**src/rtl/div_pkg.sv**
```systemverilog
// Shared definitions for the sequential 2N/N restoring divider.
// Contents:
//   state_t      - controller states (IDLE, BUSY, DONE)
//   QUOT_SAT_BIT - bit replicated N times to form the saturated quotient
//   cnt_width()  - width of the iteration counter for a given operand width
package div_pkg;

  typedef enum logic [1:0] {
    IDLE,
    BUSY,
    DONE
  } state_t;

  // Quotient returned for divide-by-zero and overflow is all ones.
  localparam logic QUOT_SAT_BIT = 1'b1;

  // The counter runs from n-1 down to 0, so it must hold values up to n-1.
  function automatic int cnt_width(input int n);
    return (n <= 2) ? 1 : $clog2(n);
  endfunction

endpackage

```
**src/rtl/div_step.sv**
```systemverilog
// One radix-2 restoring division step (purely combinational).
// Ports:
//   r_in     [N:0]   partial remainder before the step (always < divisor)
//   bit_in           next dividend bit shifted in from the quotient register
//   divisor  [N-1:0] denominator
//   r_out    [N:0]   partial remainder after the step
//   q_bit            quotient bit produced by this step
module div_step #(
  parameter int N = 32
) (
  input  logic [N:0]   r_in,
  input  logic         bit_in,
  input  logic [N-1:0] divisor,
  output logic [N:0]   r_out,
  output logic         q_bit
);

  // r_in[N] is always zero because the remainder stays below the divisor,
  // so shifting the whole r_in gives the same trial value as {r_in[N-1:0], bit_in}.
  logic [N+1:0] trial;
  logic [N+1:0] dvs_ext;

  assign trial   = {r_in, bit_in};
  assign dvs_ext = (N+2)'(divisor);

  // Subtract the divisor only when it fits; otherwise restore (keep trial).
  always_comb begin
    r_out = (N+1)'(trial);
    q_bit = 1'b0;
    if (trial >= dvs_ext) begin
      r_out = (N+1)'(trial - dvs_ext);
      q_bit = 1'b1;
    end
  end

endmodule

```
**src/rtl/div_64_32_32.sv**
```systemverilog
// Sequential unsigned divider: 2N-bit dividend / N-bit divisor -> N-bit
// quotient and remainder, one quotient bit per clock, valid/ready on both sides.
// Ports:
//   clk, rst_n            clock, asynchronous active-low reset
//   in_valid / in_ready   request handshake (in_ready is a register, high in IDLE)
//   dividend [2N-1:0]     numerator, sampled only on the accepting edge
//   divisor  [N-1:0]      denominator, sampled only on the accepting edge
//   out_valid / out_ready result handshake
//   quotient, remainder   result (held stable until drained)
//   div_by_zero           divisor was zero (quotient saturated)
//   overflow              quotient would not fit in N bits (quotient saturated)
module div_64_32_32
  import div_pkg::*;
#(
  parameter int N = 32
) (
  input  logic           clk,
  input  logic           rst_n,
  input  logic           in_valid,
  output logic           in_ready,
  input  logic [2*N-1:0] dividend,
  input  logic [N-1:0]   divisor,
  output logic           out_valid,
  input  logic           out_ready,
  output logic [N-1:0]   quotient,
  output logic [N-1:0]   remainder,
  output logic           div_by_zero,
  output logic           overflow
);

  localparam int             CW       = cnt_width(N);
  localparam logic [CW-1:0]  CNT_LAST = CW'(N - 1);
  localparam logic [N-1:0]   QUOT_SAT = {N{QUOT_SAT_BIT}};

  state_t        state;
  logic [N:0]    rem_q;
  logic [N-1:0]  shift_q;
  logic [N-1:0]  dvs_q;
  logic [CW-1:0] count;

  logic [N:0]    step_r;
  logic          step_bit;

  // The shift register doubles as the dividend-low source (MSB first) and
  // the quotient collector (LSB in), so one step unit does all the work.
  div_step #(.N(N)) u_step (
    .r_in    (rem_q),
    .bit_in  (shift_q[N-1]),
    .divisor (dvs_q),
    .r_out   (step_r),
    .q_bit   (step_bit)
  );

  // Controller and datapath registers. Special cases (zero divisor, quotient
  // overflow) are resolved on the accepting edge and skip the BUSY loop.
  // A non-overflowing divide has dividend_hi < divisor, which is what keeps
  // the partial remainder below the divisor on every iteration.
  always_ff @(posedge clk or negedge rst_n) begin
    if (!rst_n) begin
      state       <= IDLE;
      in_ready    <= 1'b1;
      out_valid   <= 1'b0;
      quotient    <= '0;
      remainder   <= '0;
      div_by_zero <= 1'b0;
      overflow    <= 1'b0;
      count       <= '0;
      rem_q       <= '0;
      shift_q     <= '0;
      dvs_q       <= '0;
    end else begin
      case (state)
        IDLE: begin
          if (in_valid) begin
            in_ready <= 1'b0;
            dvs_q    <= divisor;
            if (divisor == '0) begin
              state       <= DONE;
              out_valid   <= 1'b1;
              quotient    <= QUOT_SAT;
              remainder   <= dividend[N-1:0];
              div_by_zero <= 1'b1;
              overflow    <= 1'b0;
            end else if (dividend[2*N-1:N] >= divisor) begin
              state       <= DONE;
              out_valid   <= 1'b1;
              quotient    <= QUOT_SAT;
              remainder   <= dividend[N-1:0];
              div_by_zero <= 1'b0;
              overflow    <= 1'b1;
            end else begin
              state   <= BUSY;
              rem_q   <= {1'b0, dividend[2*N-1:N]};
              shift_q <= dividend[N-1:0];
              count   <= CNT_LAST;
            end
          end
        end

        BUSY: begin
          rem_q   <= step_r;
          shift_q <= {shift_q[N-2:0], step_bit};
          if (count == '0) begin
            state       <= DONE;
            out_valid   <= 1'b1;
            quotient    <= {shift_q[N-2:0], step_bit};
            remainder   <= N'(step_r);
            div_by_zero <= 1'b0;
            overflow    <= 1'b0;
          end else begin
            count <= count - 1'b1;
          end
        end

        DONE: begin
          if (out_ready) begin
            state     <= IDLE;
            out_valid <= 1'b0;
            in_ready  <= 1'b1;
          end
        end

        default: begin
          state     <= IDLE;
          in_ready  <= 1'b1;
          out_valid <= 1'b0;
        end
      endcase
    end
  end

endmodule

```
**config.mk**
```make
export PLATFORM = sky130hd
export DESIGN_NAME = div_64_32_32
export DESIGN_NICKNAME = d
export VERILOG_FILES = /design/src/rtl/div_pkg.sv /design/src/rtl/div_step.sv /design/src/rtl/div_64_32_32.sv
export SDC_FILE = /design/constraint.sdc
export NUM_CORES = 1
export LEC_CHECK = 0
export ABC_AREA = 0
export CORE_UTILIZATION = 30
export CTS_CLUSTER_DIAMETER = 30
export DETAILED_ROUTE_END_ITERATION = 8
export GPL_TIMING_DRIVEN = 0
export SLEW_MARGIN = 30
export SYNTH_ARGS = -nofsm -noshare
export SYNTH_HDL_FRONTEND = slang
export SYNTH_HIERARCHICAL = 1
export SYNTH_SLANG_ARGS = --single-unit
```
**constraint.sdc**
```tcl
create_clock -name clk -period 4.8 [get_ports clk]
set_input_delay 0.96 -clock clk [delete_from_list [all_inputs] [get_ports clk]]
set_output_delay 0.96 -clock clk [all_outputs]
set_load 0.03 [all_outputs]
```
==> results of run 1 <==
==> stage by stage <==
| stage | area, µm² | setup TNS, ns | total power [mW] | hold slack (ns) | utilization (%) |
|---|---|---|---|---|---|
| 3_3_place_gp | 12800 | -790.96 | 10.0 | 0.479 | 37.0 |
| 5_1_grt | 13500 | 0 | 12.6 | 0.298 | 39.0 |
| 3_5_place_dp | 12900 | -3.49 | 10.1 | 0.486 | 37.2 |
| 2_1_floorplan | 10600 | 0 | 7.69 | 0.470 | - |
| 4_1_cts | 13500 | 0 | 11.6 | 0.305 | 39.0 |
| 6_report | 13500 | 0 | 11.7 | 0.309 | 39.0 |
==> per-layer routing <==
metal / global-route usage [%] / share of wire, % / routed length, µm
met2: 32.0 / 47 / 16100
met1: 26.9 / 46 / 15900
met5: 0 / 0 / 0
met4: 4.87 / 1.7 / 580
met3: 3.49 / 5.9 / 2050
==> where the power goes <==
part / internal, mW / switching, mW
registers: 2.18 / 0.495
logic: 2.90 / 4.64
clock network: 0.812 / 0.654
==> worst register-to-register path: cells and delay by family (launching register included) <==
kind	cells	cell delay (ns)
AO/OA/AOI/OAI	2	0.54
multiplexers	1	0.26
AND/OR/NAND/NOR	5	1.41
adder cells (fa/ha/maj)	1	0.28
buffers and inverters	2	0.88
flip-flops	1	0.40
==> cell usage after synthesis, types with 7 or more instances <==
| library cell | count |
|---|---|
| a21o_1 | 13 |
| mux2_4 | 29 |
| nand3_1 | 75 |
| xnor2_1 | 18 |
| o211ai_1 | 37 |
| inv_1 | 78 |
| dfrtp_1 | 171 |
| ha_1 | 66 |
| buf_2 | 12 |
| mux2_2 | 36 |
| o21ai_1 | 7 |
| nor2b_1 | 7 |
| nand2b_1 | 8 |
| nor2_1 | 48 |
| nor3_1 | 9 |
| o21ai_0 | 55 |
| xor2_1 | 9 |
| a21oi_1 | 126 |
| nor4_1 | 10 |
| clkbuf_1 | 47 |
| nand2_1 | 237 |
| nand4_1 | 10 |
==> flip-flops by register name (all words and copies together) (netlist names), 2 cells and up <==
register,flops
rem_q,33
dvs_q,32
quotient,32
remainder,32
shift_q,32
count,5
state,2
==> final cells by class <==
type | instances | area (µm²) | share of cell area, %
Antenna cell | 2 | 5.00 | 0.0371
Buffer | 63 | 274 | 2.03
Clock buffer | 20 | 457 | 3.39
Clock inverter | 12 | 149 | 1.11
Inverter | 79 | 297 | 2.20
Multi-Input combinational cell | 882 | 5690 | 42.2
Sequential cell | 172 | 4310 | 32.0
Tap cell | 455 | 569 | 4.23
Timing Repair Buffer | 169 | 1730 | 12.9
==> cell families after synthesis <==
kind of cell             Yosys count  synth area share (%)
buffers and inverters            142                  5.41
multiplexers                      67                  8.17
adder cells (fa/ha/maj)           67                  8.02
flip-flops                       172                  40.8
XOR/XNOR                          27                  2.24
AO/OA/AOI/OAI                    294                  17.6
AND/OR/NAND/NOR                  427                  17.8
==> path summary, 6_finish.rpt <==
path / endpoint / slack (ns) / from
max: rem_q[29] / 0.22 / divisor[29]
min: quotient[27] / 0.31 / rst_n
max reg2reg: remainder[19] / 0.92 / rem_q[12]
min reg2reg: quotient[24] / 0.49 / quotient[24]
max in group asynchronous: rem_q[6] / 3.85 / rst_n
min in group clk: quotient[24] / 0.49 / quotient[24]
==> results.toml, run 1 <==
[run_status]
status = "completed"

[global_routing]
grt-ovfl-total = 0
track_usage_pct = 19.7
antenna_found_initial = 0
grt_pass1_wl_um = 54400
grt_pass1_vias = 9435
grt_max_degree = 87

[sta]
setup_violations = 0
setup_ws_ns = 0.219
slew_headroom_pct = 36.0
fmax_mhz = 218
fin_crit_ns = 4.58
worst_slew_pin_slew_ns = 0.956
rsz0062_at_grt = "no"
min_period_over_period_pct = 95.4
fin_skew_ns = 0.0170
drv_slew = 0
finalHoldViolCount = 0

[setup_path]
critPathBufInv = 4
cp.depth = 11
path_cells = "clkdlybuf4s50_1 > inv_1 > ha_1 > nand4_1 > nor4_1 > and4_1 > inv_1 > o211ai_1 > clkbuf_1 > a21oi_1 > o21ai_0"
critPathTopFamily = "buffers and inverters"
critPathMostFrequentCell = "inv_1"
critical_path_peak_fanout = 10
crit_arrival_ns = 4.93
crit_path_end_kind = "flop"
r2r_cells = 11
critPathKind = "in -> reg"
max_stage_delay_ns = 0.74
cp.required_ns = 5.14
crit_slowest_cell = "o211ai_1"
critPathLaunchType = "primary input"

[placed_design]
hpwl_um = 27700
gp_congestion = 0.894
place_ws_ns = -0.205
portBuffers = 167
placedCellCount = 1820

[yosys]
ys_warn_count = 6
yosys-top-cells-area = "dfrtp_1 (41%), nand2_1 (8.4%), ha_1 (7.8%)"
synth-edff-count = 0
async_reset_ff_share_pct = 100
yosys.area.top_type = "dfrtp_1"
synth_area_um2 = 10600
synth_top_cell_area_share_pct = 40.6
synthCells = 1196
synth-seq-area-share_pct = 40.8
syn_nets = 1363
yosysUniqueCellTypes = 66
ys_seq_elements = 172
avgSynthCellArea_um2 = 8.82
dominantRegCellSynth = "dfrtp_1"

[layout]
fin_cells = 1854
finalNetCount = 1551
layout-drive-gt1-share_pct = 9.31
fill_cells = 3547
layout_commonest_cell = "nand2_1"
syn_to_final_growth_pct = 27.7
most-common-layout-cells = "nand2_1 (237), dfrtp_1 (171), clkdlybuf4s50_1 (166)"

[clock_tree]
cts.root.buffer_cell = "clkbuf_16"
cts_buffers = 17
cts.sinks = 172
clkTransAtPathRegs_ns = 0.07
clkLatencyLatePin_ns = 0.43
cts_resized = 0
cts_tree = "built"
cts_hold_buffers = 0
h-tree-depth = 4
cts_buffer_depth = 2
post_cts_buffers = 0

[routing]
remaining_drc_errors = 0
via_per_inst = 5.10
vias = 9456
routed_wirelength_um = 34600
firstDrtPassIters = 6
wl_per_cell_um = 18.7
antenna_left = 0
drt_iter0_markers = 613

[floorplanning]
die_height_um = 190
core_um2 = 34500
ioPinCount = 168
die-area_um2 = 35900
die_x_um = 190
num_rows = 68
floorplan.initialDensity_pct = 30.5

[min_path]
hp-class = "in -> async"

[power]
p_leak_nw = 5.94
powerDensity_nw_per_um2 = 867
peakVddDrop_mv = 0.374

[flow_run]
cap_violations = 0
No activity file was read; power rests on OpenSTA's default activity.
==> inputs of run 2 (changes only) <==
Settings changed: CAP_MARGIN set to 10.
==> results of run 2 <==
Same layout as run 1: the final DEF is identical, and so are final timing and power.
==> inputs of run 3 (changes only) <==
Settings changed: ABC_CLOCK_PERIOD_IN_PS set to 4150.
Clock period 4.8 ns to 4.15 ns, I/O delays scaled along.
==> run 3 against run 2 <==
- combinational power is 16% higher
- sequential power up 16%
- via count up 0.18%
- clock skew about the same
- clock-buffer cell count did not move
- cell area up 0.34%
- cell count is 0.16% higher
- largest cell class unchanged
- first-iteration DRC count grew 2.4%
==> results.toml, run 3 (synthesis results as in run 1) <==
[run_status]
status = "completed"

[global_routing]
use_met1_pct = 26.9
use_met3_pct = 3.49
grt-busiest-layer = "met2"
grt_pass1_wl_um = 54400
use_met2_pct = 32.0
antenna_found_initial = 0
track_usage_pct = 19.7
grt_pass1_vias = 9446
grt_max_degree = 87
grt-ovfl-total = 0

[setup_path]
r2r_setup_slack_ns = 0.21
r2r_cells = 11
startpoint = "rem_q[12]"
cp.required_ns = 4.47
r2r-start = "rem_q[12]"
crit_end = "remainder[20]"
critical_path_peak_fanout = 11
crit_arrival_ns = 4.26
critPathKind = "reg -> reg"
r2r-end = "remainder[20]"
crit_path_end_kind = "flop"
critPathLaunchType = "flop"

[floorplanning]
die_x_um = 190
die_height_um = 190
ioPinCount = 168
num_rows = 68
core_um2 = 34500
floorplan.initialDensity_pct = 30.5
die-area_um2 = 35900

[placed_design]
hpwl_um = 27700
portBuffers = 167
gp_congestion = 0.894

[layout]
largest_reg_flops = 33
utilization_pct = 39.1
most-common-layout-cells = "nand2_1 (237), dfrtp_1 (171), clkdlybuf4s50_1 (166)"
fill_cells = 3545
regArea_um2 = 4310
layout-drive-gt1-share_pct = 9.64
layout_commonest_cell = "nand2_1"
syn_to_final_growth_pct = 28.1
finalNetCount = 1555
max_flop_register = "rem_q"
multi_input_area_um2 = 5690

[clock_tree]
cts_buffers = 17
cts_buffer_depth = 2
cts.root.buffer_cell = "clkbuf_16"
cts.sinks = 172
clkLatencyLatePin_ns = 0.44
cts_tree = "built"
h-tree-depth = 4
clkTransAtPathRegs_ns = 0.07

[sta]
rsz0062_at_grt = "no"
fin_setup_tns_ns = 0
min_period_over_period_pct = 94.9
setup_violations = 0
slew_headroom_pct = 36.3
finalHoldViolCount = 0
fin_skew_ns = 0.0174
drv_slew = 0
worst_slew_pin_slew_ns = 0.953
fmax_mhz = 254
fin_crit_ns = 3.94

[power]
p_comb_share_pct = 64.7
internal_power_mw = 6.82
peakVddDrop_mv = 0.437
powerDensity_nw_per_um2 = 1000
p_leak_nw = 5.97
p_clk_share_pct = 12.5
p_switching_mw = 6.70
pwr-share-seq_pct = 22.8
swShare_pct = 49.5

[routing]
via_per_inst = 5.10
vias = 9473
wl_per_cell_um = 18.7
firstDrtPassIters = 5
routed_wirelength_um = 34700
antenna_left = 0
remaining_drc_errors = 0
drt_iter0_markers = 628

[min_path]
hp-class = "in -> async"

[flow_run]
cap_violations = 0
## run 3: changes by cell type in the layout (fill, tap and decap cells not counted), sizes merged
cell | before | now
buf | 19 | 23
diode | 2 | 1
## run 3: worst min path at each step
stage	start	to	slack [ns]
3_5_place_dp	quotient[24]	quotient[24]	0.49
3_3_place_gp	quotient[24]	quotient[24]	0.48
2_1_floorplan	shift_q[17]	quotient[18]	0.47
4_1_cts	rst_n	quotient[27]	0.18
5_1_grt	rst_n	quotient[27]	0.17
6_report	rst_n	quotient[27]	0.18
## run 3: timing repair
action,CTS,global route
setup buffers,2,2
setup endpoints to repair,67,34
hold buffers,0,0
resized for setup,0,1
pin swaps,1,1
## run 3: power by group through the flow
stage | logic (mW) | clock network [mW] | registers [mW]
after global routing | 9.60 | 1.78 | 3.20
after floorplan | 5.40 | 0 | 3.49
final | 8.75 | 1.69 | 3.09
after global placement | 8.51 | 0 | 3.10
after detailed placement | 8.62 | 0 | 3.11
after CTS | 8.65 | 1.71 | 3.09
## run 3: cell type report
type | instances | area share [%]
plain buffers | 63 | 2.03
inverters | 79 | 2.19
multi-input cells | 882 | 42.1
clock inverters | 12 | 1.10
clock buffers | 20 | 3.38
diodes | 1 | 0.0185
well taps | 455 | 4.21
repair buffers | 173 | 13.1
flip-flops and latches | 172 | 31.8
## run 3: metal layers
| metal | up-vias | share of wire [%] |
|---|---|---|
| li1 | 4567 | - |
| met1 | 4587 | 46 |
| met2 | 292 | 47 |
| met3 | 27 | 6.1 |
| met4 | 0 | 1.5 |
| met5 | - | 0 |
## run 3: critical path, stage by stage (launching register included)
cell	delay, ns
dfrtp_1	0.41
ha_1	0.28
clkbuf_1	0.26
nand4_1	0.26
nor4_1	0.50
nand4_1	0.30
a31oi_4	0.41
clkbuf_1	0.65
a21oi_1	0.14
nand2_1	0.24
nand2_1	0.11
mux2_4	0.26
## run 3: per-stage QoR
step,std cells,hold slack (ns),setup WS [ns],power [mW],cell area [µm²]
final,1857,0.180,0.213,13.5,13500
after global routing,1856,0.168,0.00550,14.6,13500
after CTS,1854,0.175,0.119,13.4,13500
after detailed placement,1820,0.486,-0.725,11.7,12900
after global placement,1818,0.479,-5.10,11.6,12800
after floorplan,1196,0.470,0.922,8.89,10600
